File: config.mk
export PLATFORM = sky130hd
export DESIGN_NAME = pc_sequencer_flat
export DESIGN_NICKNAME = d
export VERILOG_FILES = /design/src/rtl/mips_pc_pkg.sv /design/src/rtl/pc_sequencer_if.sv /design/src/rtl/pc_ras.sv /design/src/rtl/pc_sequencer.sv /design/src/flat_wrapper.sv
export SDC_FILE = /design/constraint.sdc
export NUM_CORES = 1
export LEC_CHECK = 0
export CAP_MARGIN = 30
export CORE_MARGIN = 3
export CORE_UTILIZATION = 53
export DETAILED_ROUTE_END_ITERATION = 12
export GPL_ROUTABILITY_DRIVEN = 0
export PLACE_DENSITY = 0.78
export SLEW_MARGIN = 20
export SYNTH_ARGS = -nofsm -noshare
export SYNTH_HDL_FRONTEND = slang
export SYNTH_HIERARCHICAL = 1
export SYNTH_SLANG_ARGS = --single-unit
File: constraint.sdc
create_clock -name clk -period 9 [get_ports clk]
set_input_delay 1.8 -clock clk [delete_from_list [all_inputs] [get_ports clk]]
set_output_delay 1.8 -clock clk [all_outputs]
set_load 0.01 [all_outputs]
File: src/rtl/mips_pc_pkg.sv
// rtl/mips_pc_pkg.sv - shared next-PC select encoding and default vectors
package mips_pc_pkg;

    // Source of the next program counter, chosen by the priority encoder
    typedef enum logic [2:0] {
        SEL_SEQ,
        SEL_BR,
        SEL_J,
        SEL_JR,
        SEL_RAS,
        SEL_EPC,
        SEL_EXC
    } pc_sel_e;

    localparam logic [31:0] RESET_VEC_DEF = 32'h0000_0000;
    localparam logic [31:0] EXC_VEC_DEF   = 32'h0000_0180;

endpackage

File: src/rtl/pc_sequencer_if.sv
// rtl/pc_sequencer_if.sv - control/bus bundle between control unit and PC sequencer
interface pc_sequencer_if #(
    parameter int ADDR_W = 32
);
    logic              stall;
    logic              branch;
    logic              zero;
    logic [15:0]       imm16;
    logic              jump;
    logic [25:0]       target_addr;
    logic              jumpreg;
    logic [ADDR_W-1:0] busA;
    logic              link;
    logic              ret;
    logic              exc;
    logic              eret;
    logic [ADDR_W-1:0] pc_out;
    logic [ADDR_W-1:0] epc;
    logic              ras_empty;
    logic              ras_full;
    logic              ras_ovf;

    // Control unit / register file side
    modport master (
        output stall, branch, zero, imm16, jump, target_addr, jumpreg, busA,
               link, ret, exc, eret,
        input  pc_out, epc, ras_empty, ras_full, ras_ovf
    );

    // Sequencer side
    modport slave (
        input  stall, branch, zero, imm16, jump, target_addr, jumpreg, busA,
               link, ret, exc, eret,
        output pc_out, epc, ras_empty, ras_full, ras_ovf
    );
endinterface

File: src/rtl/pc_ras.sv
// rtl/pc_ras.sv - circular return-address stack with sticky overflow flag
module pc_ras #(
    parameter int ADDR_W    = 32,
    parameter int RAS_DEPTH = 4
) (
    input  logic              clk,
    input  logic              clrn,
    input  logic              push,
    input  logic              pop,
    input  logic [ADDR_W-1:0] push_data,
    output logic [ADDR_W-1:0] top,
    output logic              empty,
    output logic              full,
    output logic              ovf
);
    localparam int PW = $clog2(RAS_DEPTH);
    localparam logic [PW:0] DEPTH_C = (PW+1)'(RAS_DEPTH);

    logic [ADDR_W-1:0] mem_q [RAS_DEPTH];
    logic [PW-1:0]     tp_q, tp_d;
    logic [PW:0]       cnt_q, cnt_d;
    logic              ovf_q, ovf_d;
    logic              do_pop;
    logic              wr_en;
    logic [PW-1:0]     wr_idx;

    assign empty  = (cnt_q == '0);
    assign full   = (cnt_q == DEPTH_C);
    assign ovf    = ovf_q;
    assign top    = mem_q[tp_q];

    // A pop on an empty stack is silently ignored; the caller falls back
    assign do_pop = pop && !empty;

    // Pointer, count and overflow next-state; pop+push rewrites the top in place
    always_comb begin
        tp_d   = tp_q;
        cnt_d  = cnt_q;
        ovf_d  = ovf_q;
        wr_en  = 1'b0;
        wr_idx = tp_q + 1'b1;
        if (push && do_pop) begin
            wr_en  = 1'b1;
            wr_idx = tp_q;
        end else if (push) begin
            wr_en = 1'b1;
            tp_d  = tp_q + 1'b1;
            if (full) begin
                ovf_d = 1'b1;
            end else begin
                cnt_d = cnt_q + 1'b1;
            end
        end else if (do_pop) begin
            tp_d  = tp_q - 1'b1;
            cnt_d = cnt_q - 1'b1;
        end
    end

    // Pointer/count/flag registers
    always_ff @(posedge clk) begin
        if (!clrn) begin
            tp_q  <= '0;
            cnt_q <= '0;
            ovf_q <= 1'b0;
        end else begin
            tp_q  <= tp_d;
            cnt_q <= cnt_d;
            ovf_q <= ovf_d;
        end
    end

    // Entry storage; contents are don't-care while the count says empty
    always_ff @(posedge clk) begin
        if (clrn && wr_en) begin
            mem_q[wr_idx] <= push_data;
        end
    end
endmodule

File: src/rtl/pc_sequencer.sv
// rtl/pc_sequencer.sv - program-counter sequencer with stall, exceptions and RAS
module pc_sequencer
    import mips_pc_pkg::*;
#(
    parameter int          ADDR_W    = 32,
    parameter int          RAS_DEPTH = 4,
    parameter logic [31:0] RESET_VEC = RESET_VEC_DEF,
    parameter logic [31:0] EXC_VEC   = EXC_VEC_DEF
) (
    input  logic           clk,
    input  logic           clrn,
    pc_sequencer_if.slave  sif
);
    localparam logic [ADDR_W-1:0] RST_PC   = RESET_VEC[ADDR_W-1:0];
    localparam logic [ADDR_W-1:0] EXC_PC   = EXC_VEC[ADDR_W-1:0];
    localparam logic [ADDR_W-1:0] FOUR     = ADDR_W'(4);
    localparam logic [ADDR_W-1:0] WORD_MSK = {{(ADDR_W-2){1'b1}}, 2'b00};

    logic [ADDR_W-1:0] pc_q, pc_d;
    logic [ADDR_W-1:0] epc_q, epc_d;
    logic [ADDR_W-1:0] seq, btgt, jtgt, rtgt, br_off;
    logic [ADDR_W-1:0] ras_top;
    logic              ras_empty_w, ras_full_w, ras_ovf_w;
    logic              hold;
    logic              ras_push, ras_pop;
    pc_sel_e           sel;

    // Candidate targets, all modulo 2^ADDR_W
    assign seq    = pc_q + FOUR;
    assign br_off = {{(ADDR_W-18){sif.imm16[15]}}, sif.imm16, 2'b00};
    assign btgt   = seq + br_off;
    assign rtgt   = sif.busA & WORD_MSK;

    generate
        if (ADDR_W > 28) begin : g_jtgt_wide
            assign jtgt = {pc_q[ADDR_W-1:28], sif.target_addr, 2'b00};
        end else begin : g_jtgt_narrow
            assign jtgt = {sif.target_addr, 2'b00};
        end
    endgenerate

    // Priority encoder: exception beats stall, stall freezes everything else
    always_comb begin
        sel  = SEL_SEQ;
        hold = 1'b0;
        if (sif.exc) begin
            sel = SEL_EXC;
        end else if (sif.stall) begin
            hold = 1'b1;
        end else if (sif.eret) begin
            sel = SEL_EPC;
        end else if (sif.jumpreg) begin
            sel = (sif.ret && !ras_empty_w) ? SEL_RAS : SEL_JR;
        end else if (sif.jump) begin
            sel = SEL_J;
        end else if (sif.branch && sif.zero) begin
            sel = SEL_BR;
        end
    end

    // RAS traffic only accompanies an actually selected jump/jumpreg
    assign ras_push = !hold && sif.link &&
                      (sel == SEL_J || sel == SEL_JR || sel == SEL_RAS);
    assign ras_pop  = !hold && sif.ret && (sel == SEL_JR || sel == SEL_RAS);

    // Next PC / EPC from the selected source
    always_comb begin
        pc_d  = pc_q;
        epc_d = epc_q;
        if (!hold) begin
            case (sel)
                SEL_EXC: begin
                    pc_d  = EXC_PC;
                    epc_d = pc_q;
                end
                SEL_EPC: pc_d = epc_q;
                SEL_RAS: pc_d = ras_top;
                SEL_JR:  pc_d = rtgt;
                SEL_J:   pc_d = jtgt;
                SEL_BR:  pc_d = btgt;
                default: pc_d = seq;
            endcase
        end
    end

    // PC and EPC registers
    always_ff @(posedge clk) begin
        if (!clrn) begin
            pc_q  <= RST_PC;
            epc_q <= '0;
        end else begin
            pc_q  <= pc_d;
            epc_q <= epc_d;
        end
    end

    pc_ras #(
        .ADDR_W    (ADDR_W),
        .RAS_DEPTH (RAS_DEPTH)
    ) u_ras (
        .clk       (clk),
        .clrn      (clrn),
        .push      (ras_push),
        .pop       (ras_pop),
        .push_data (seq),
        .top       (ras_top),
        .empty     (ras_empty_w),
        .full      (ras_full_w),
        .ovf       (ras_ovf_w)
    );

    assign sif.pc_out    = pc_q;
    assign sif.epc       = epc_q;
    assign sif.ras_empty = ras_empty_w;
    assign sif.ras_full  = ras_full_w;
    assign sif.ras_ovf   = ras_ovf_w;
endmodule

File: src/flat_wrapper.sv
// flat-port wrapper written by rule: the top's interface ports become plain ports
module pc_sequencer_flat import mips_pc_pkg::*;
#(
    parameter int          ADDR_W    = 32,
    parameter int          RAS_DEPTH = 4,
    parameter logic [31:0] RESET_VEC = RESET_VEC_DEF,
    parameter logic [31:0] EXC_VEC   = EXC_VEC_DEF
)
  (clk, clrn, sif_stall, sif_branch, sif_zero, sif_imm16, sif_jump, sif_target_addr, sif_jumpreg, sif_busA, sif_link, sif_ret, sif_exc, sif_eret, sif_pc_out, sif_epc, sif_ras_empty, sif_ras_full, sif_ras_ovf);
  pc_sequencer_if #(.ADDR_W(ADDR_W)) sif_i ();
  input  logic clk;
  input  logic clrn;
  input wire logic [$bits(sif_i.stall)-1:0] sif_stall;
  input wire logic [$bits(sif_i.branch)-1:0] sif_branch;
  input wire logic [$bits(sif_i.zero)-1:0] sif_zero;
  input wire logic [$bits(sif_i.imm16)-1:0] sif_imm16;
  input wire logic [$bits(sif_i.jump)-1:0] sif_jump;
  input wire logic [$bits(sif_i.target_addr)-1:0] sif_target_addr;
  input wire logic [$bits(sif_i.jumpreg)-1:0] sif_jumpreg;
  input wire logic [$bits(sif_i.busA)-1:0] sif_busA;
  input wire logic [$bits(sif_i.link)-1:0] sif_link;
  input wire logic [$bits(sif_i.ret)-1:0] sif_ret;
  input wire logic [$bits(sif_i.exc)-1:0] sif_exc;
  input wire logic [$bits(sif_i.eret)-1:0] sif_eret;
  output wire logic [$bits(sif_i.pc_out)-1:0] sif_pc_out;
  output wire logic [$bits(sif_i.epc)-1:0] sif_epc;
  output wire logic [$bits(sif_i.ras_empty)-1:0] sif_ras_empty;
  output wire logic [$bits(sif_i.ras_full)-1:0] sif_ras_full;
  output wire logic [$bits(sif_i.ras_ovf)-1:0] sif_ras_ovf;
  assign sif_i.stall = sif_stall;
  assign sif_i.branch = sif_branch;
  assign sif_i.zero = sif_zero;
  assign sif_i.imm16 = sif_imm16;
  assign sif_i.jump = sif_jump;
  assign sif_i.target_addr = sif_target_addr;
  assign sif_i.jumpreg = sif_jumpreg;
  assign sif_i.busA = sif_busA;
  assign sif_i.link = sif_link;
  assign sif_i.ret = sif_ret;
  assign sif_i.exc = sif_exc;
  assign sif_i.eret = sif_eret;
  assign sif_pc_out = sif_i.pc_out;
  assign sif_epc = sif_i.epc;
  assign sif_ras_empty = sif_i.ras_empty;
  assign sif_ras_full = sif_i.ras_full;
  assign sif_ras_ovf = sif_i.ras_ovf;
  pc_sequencer #(.ADDR_W(ADDR_W), .RAS_DEPTH(RAS_DEPTH), .RESET_VEC(RESET_VEC), .EXC_VEC(EXC_VEC)) u_core (.clk(clk), .clrn(clrn), .sif(sif_i));
endmodule
==> results of run 1 <==
cells by family (layout without fill, tap and decap cells):
logic type,count (synthesis),in the layout
DFF,200,200
and+or+nand+nor,232,232
adders and majority gates,37,37
buffers and inverters,71,214
xor gates and xnor gates,48,48
muxes,73,73
AOI/OAI and AO/OA,241,241
report_power, final:
part	switching, mW	total [mW]	internal [mW]
Sequential	0.0267	1.02	0.998
Combinational	0.188	0.357	0.169
Clock	0.358	0.789	0.431
area by class of cell:
cell class	instances	area [µm²]	area share, %
Inverter	17	63.8	0.495
Multi-Input combinational cell	631	5000	38.8
Timing Repair Buffer	165	1600	12.4
Tap cell	265	332	2.57
Sequential cell	200	5290	41.0
Clock inverter	11	121	0.941
Clock buffer	21	492	3.81
metal layers:
layer  routed length [µm]  vias up
li1                     -     3781
met1                12000     4055
met2                13800      365
met3                 1960       41
met4                  635        0
met5                    0        -
flip-flops by register name, indices dropped and copies added, names as in the netlist, named ones only:
register,count
u_core/u_ras/cnt_q,3
u_core/u_ras/ovf,1
u_core/u_ras/tp_q,2
u_core/sif.epc,32
u_core/sif.pc_out,32
u_core/u_ras/mem_q,128
synth_stat cells (15+ instances only):
master,count
o21ai_0,48
edfxtp_1,128
nor3_1,15
clkbuf_1,37
mux2i_1,36
xnor2_1,35
inv_1,17
nor2_1,47
mux4_2,32
ha_1,35
nand3_1,25
a21oi_1,42
a21o_1,15
a221o_1,43
nand2_1,51
dfxtp_1,72
nor2b_1,38
and3_1,16
a221oi_1,29
stage by stage:
stage / std cells / hold slack (ps) / util (%) / setup WS [ps]
after global placement: 1278 / 489 / 62.9 / 3830
after global routing: 1310 / 533 / 66.1 / 3880
final: 1310 / 512 / 66.1 / 4120
after CTS: 1310 / 514 / 66.1 / 4200
after floorplan: 902 / 485 / - / 2590
after detailed placement: 1278 / 492 / 62.9 / 3760
critical path: cells and delay by family:
family          cells  cell delay [ps]
compound gates      8             1760
buf+inv             1              840
fa+ha+maj           1              700
simple gates        1               80
final timing paths:
path,start,end,depth (start not counted)
worst max-delay path,sif_imm16[15],u_core/sif.pc_out[31],11
worst min-delay path,u_core/u_ras/ovf,u_core/u_ras/ovf,2
worst max register to register,u_core/sif.pc_out[5],u_core/sif.pc_out[31],17
worst min register to register,u_core/u_ras/ovf,u_core/u_ras/ovf,2
==> flow_summary.yaml, run 1 <==
status:
  outcome: "complete, no violations"
yosys:
  yosysWarnings: 6
  async_reset_ff_share_pct: 0
  synth_top_area_cell: "edfxtp_1"
  synth-edff-count: 128
  syn_inst: 902
  synthSimpleGateAreaFrac_pct: 11.3
  synth_top_family_by_area: "compound AO/OA/AOI/OAI gates"
  synth_area_um2: 10600
  ys_seq_elements: 200
  ys_seq_area_share_pct: 49.9
  synth_xor_area_share_pct: 3.97
  synth_compound_area_share_pct: 16.4
  synth_flop_cell: "edfxtp_1"
  muxShareOfSynthArea_pct: 10.7
  syn_avg_cell_area_um2: 11.7
  synth-adder-area-share_pct: 4.51
  ys_types: 59
  synth.area.top_cells: "edfxtp_1 36%, dfxtp_1 14%, mux4_2 6.8%"
  synth_top_area_share_pct: 36.3
  synthesis.nets: 1024
setup_path:
  cp-start-kind: "input pin"
  crit_chain: "clkdlybuf4s50_1 > ha_1 > a21oi_1 > o211ai_1 > a211oi_1 > o21ai_0 > nor3_1 > a221oi_1 > a21oi_1 > o21ai_1 > a31oi_1"
  rrSetupSlack_ps: 4240
  max_stage_delay_ps: 840
  cp_slowest_cell: "clkdlybuf4s50_1"
  worstPathRequired_ps: 9310
  cpMostUsedCell: "a21oi_1"
  critPathMaxFanout: 21
  endpoint_kind: "register"
  arrival_ps: 5200
  critPathKind: "in -> reg"
sta:
  fin_crit_ps: 4880
  final-max-slew-violation-count: 0
  setup_tns_ps: 0
  fin_crit_sh_pct: 54.3
  relSlewSlack_pct: 37.7
  rsz0062_at_grt: "no"
  finClkSkew_ps: 11.9
  hold_viol_final: 0
  worst_pin_slew_ps: 934
  fmax_mhz: 205
  setup_violations: 0
power:
  power_density_nw_per_um2: 168
  total_power_mw: 2.17
  leakage_nw: 4.62
  peakVddDrop_mv: 0.137
clock_tree:
  cts_max_path_buffers: 2
  clock-root-buffer: "clkbuf_16"
  cts_setup_buffers: 0
  cts_buffers: 17
  clock-sinks: 200
  cts.repair.resized: 0
  clk_pin_slew_worst_paths_ps: 70
  cts_tree: "built"
  h-tree-depth: 4
  postCtsHoldBufs: 0
  clock_latency_ps: 440
global_route:
  grt_pass1_wl_mm: 44.0
  antenna_found_initial: 0
  grt.met1_usage_pct: 35.1
  grt_pass1_vias: 8074
  globalRoute.busiestLayer: "met2"
  overflow: 0
  grt_max_degree: 75
  met2_usage_pct: 42.9
  grt_util_all_layers_pct: 25.9
  met3_usage_pct: 4.94
place:
  io_buffers: 149
  placed_cell_area_um2: 12300
  hpwl_mm: 18.6
layout:
  syn_to_final_growth_pct: 21.8
  drive_above_1_share_pct: 9.86
  finalInstanceArea_um2: 12900
  final_nets: 1154
  final_cell_mix: "147 x clkdlybuf4s50_1, 128 x edfxtp_1, 71 x dfxtp_1"
  layout_commonest_cell: "clkdlybuf4s50_1"
  diodes: 0
  fillCellCount: 1510
die:
  die_h_um: 147
  rows: 51
  fp.dieW_um: 147
  dieArea_um2: 21700
  io_pins: 152
  start_util_pct: 54.3
  core_area_um2: 19500
route:
  vias: 8242
  firstDrtPassIters: 5
  detail-route-antenna-nets: 0
  avgRoutedWirePerCell_um: 21.7
  drc: 0
  routed_wl_mm: 28.4
  viasPerCell: 6.29
  drt_iter0_markers: 901
worst_hold_path:
  hold_path.class: "reg -> reg"
job:
  maxCapViolations: 0
Power figures use the tool's default switching activity.
==> run 2: changes to the inputs <==
clock period = 5.1 ns   (was 9 ns; I/O delays follow)
==> run 2 against run 1 <==
Compared with the run above: count of clock-buffer cells in the layout grew 2; sequential share of layout area shrank 0.20 points; critical path depth grew 6; first-iteration DRC count grew 2.3%.
==> flow_summary.yaml, run 2 (synthesis results as in run 1) <==
layout:
  layout_commonest_cell: "clkdlybuf4s50_1"
  diodes: 0
  largest_reg_flops: 128
  final_nets: 1162
  syn_to_final_growth_pct: 22.4
  drive_above_1_share_pct: 10.4
  fin_util_pct: 66.4
  regMostFlops: "u_core/u_ras/mem_q"
  finalInstanceArea_um2: 13000
  stdcell_count: 1318
  final_cell_mix: "147 x clkdlybuf4s50_1, 128 x edfxtp_1, 71 x dfxtp_1"
route:
  drc: 0
  firstDrtPassIters: 5
  routed_wl_mm: 28.9
  met3_wirelength_mm: 2.19
  topRoutingLayerUsed: "met4"
  avgRoutedWirePerCell_um: 21.9
  met1_length_mm: 12.0
  viasPerCell: 6.26
  wl_met2_mm: 14.1
  detail-route-antenna-nets: 0
  drt_iter0_markers: 922
  vias: 8257
clock_tree:
  clock-sinks: 200
  cts_setup_buffers: 0
  cts_max_path_buffers: 2
  cts_tree: "built"
  clock_latency_ps: 450
  cts_buffers: 17
  cts.repair.resized: 0
  h-tree-depth: 4
  postCtsHoldBufs: 0
  clk_pin_slew_worst_paths_ps: 70
  clock-root-buffer: "clkbuf_16"
setup_path:
  arrival_ps: 4940
  critPathMaxFanout: 8
  max_stage_delay_ps: 500
  worstSetupStartpoint: "u_core/sif.pc_out[8]"
  timing.rr.start: "u_core/sif.pc_out[8]"
  crit_chain: "and3_1 > and3_1 > and3_1 > nand3_1 > nor2_1 > nand3_1 > xnor2_1 > ha_1 > nand2_1 > o211ai_1 > a211oi_1 > o21ai_0 > nor3_1 > a221oi_1 > a21oi_1 > o21ai_1 > a31oi_1"
  cp_top_family: "simple AND/OR/NAND/NOR gates"
  crit_buf_inv: 0
  worstPathRequired_ps: 5420
  endpoint_kind: "register"
  critPathKind: "reg -> reg"
  cpMostUsedCell: "and3_1"
  cp-start-kind: "register"
  cp_slowest_cell: "dfxtp_1"
global_route:
  overflow: 0
  antenna_found_initial: 0
  grt_max_degree: 74
  grt_pass1_wl_mm: 44.7
  grt_util_all_layers_pct: 26.6
  grt_pass1_vias: 7960
sta:
  relSlewSlack_pct: 37.1
  setup_tns_ps: 0
  rsz0062_at_grt: "no"
  finClkSkew_ps: 14.2
  setup_violations: 0
  worst_pin_slew_ps: 936
  fin_crit_sh_pct: 90.5
  final-max-slew-violation-count: 0
  fin_crit_ps: 4620
  holdWs_ps: 514
  hold_viol_final: 0
  fmax_mhz: 217
job:
  maxCapViolations: 0
die:
  dieArea_um2: 21700
  start_util_pct: 54.3
  core_area_um2: 19500
  die_h_um: 147
  fp.dieW_um: 147
  io_pins: 152
  rows: 51
place:
  place_inst: 1285
  placed_cell_area_um2: 12300
  io_buffers: 149
  hpwl_mm: 19.4
worst_hold_path:
  hold_path.class: "reg -> reg"
  hp-start: "u_core/u_ras/ovf"
power:
  power_density_nw_per_um2: 296
  peakVddDrop_mv: 0.256
  leakage_nw: 4.66
status:
  outcome: "complete, no violations"
==> run 2: cell type report <==
class | count | area [µm²]
tap | 265 | 332
multi-input combinational | 631 | 5000
fill | 1510 | 6560
sequential | 200 | 5290
inverter | 17 | 63.8
clock buffer | 23 | 510
clock inverter | 9 | 97.6
timing repair buffer | 173 | 1670
==> run 2: worst register-to-register path, stage by stage (launching register included) <==
cell and delay (ps):
dfxtp_1 500, and3_1 280, and3_1 210, and3_1 330, nand3_1 250, nor2_1 320, nand3_1 140, xnor2_1 450
ha_1 290, nand2_1 90, o211ai_1 310, a211oi_1 140, o21ai_0 390, nor3_1 80, a221oi_1 360, a21oi_1 120
o21ai_1 140, a31oi_1 90
==> run 2: stage by stage <==
stage	setup slack (ps)	total power, mW
finish	482	3.83
detailed placement	688	2.46
global route	104	3.97
CTS	609	3.84
global placement	740	2.46
floorplan	-529	2.22
==> run 2: power by group <==
part	switching, mW	internal (mW)
clock	0.622	0.771
sequential	0.0516	1.76
combinational	0.326	0.303
==> run 2: metal layers <==
metal	GRT usage (%)	up-vias
li1	-	3810
met1	36.4	4052
met2	43.6	353
met3	4.81	42
met4	8.53	0
met5	0	-
==> run 2: path summary, 6_finish.rpt <==
| path | end | slack (ps) | cells after the start |
|---|---|---|---|
| hold / removal | u_core/u_ras/ovf | 510 | 2 |
| setup reg to reg | u_core/sif.pc_out[31] | 480 | 17 |
| hold reg to reg | u_core/u_ras/ovf | 510 | 2 |
| setup / recovery | u_core/sif.pc_out[31] | 480 | 17 |
==> run 3: changes to the inputs <==
HOLD_SLACK_MARGIN = 0.15   (was unset)
==> results of run 3 <==
The final DEF is identical to that of run 2; final timing and power are the same.
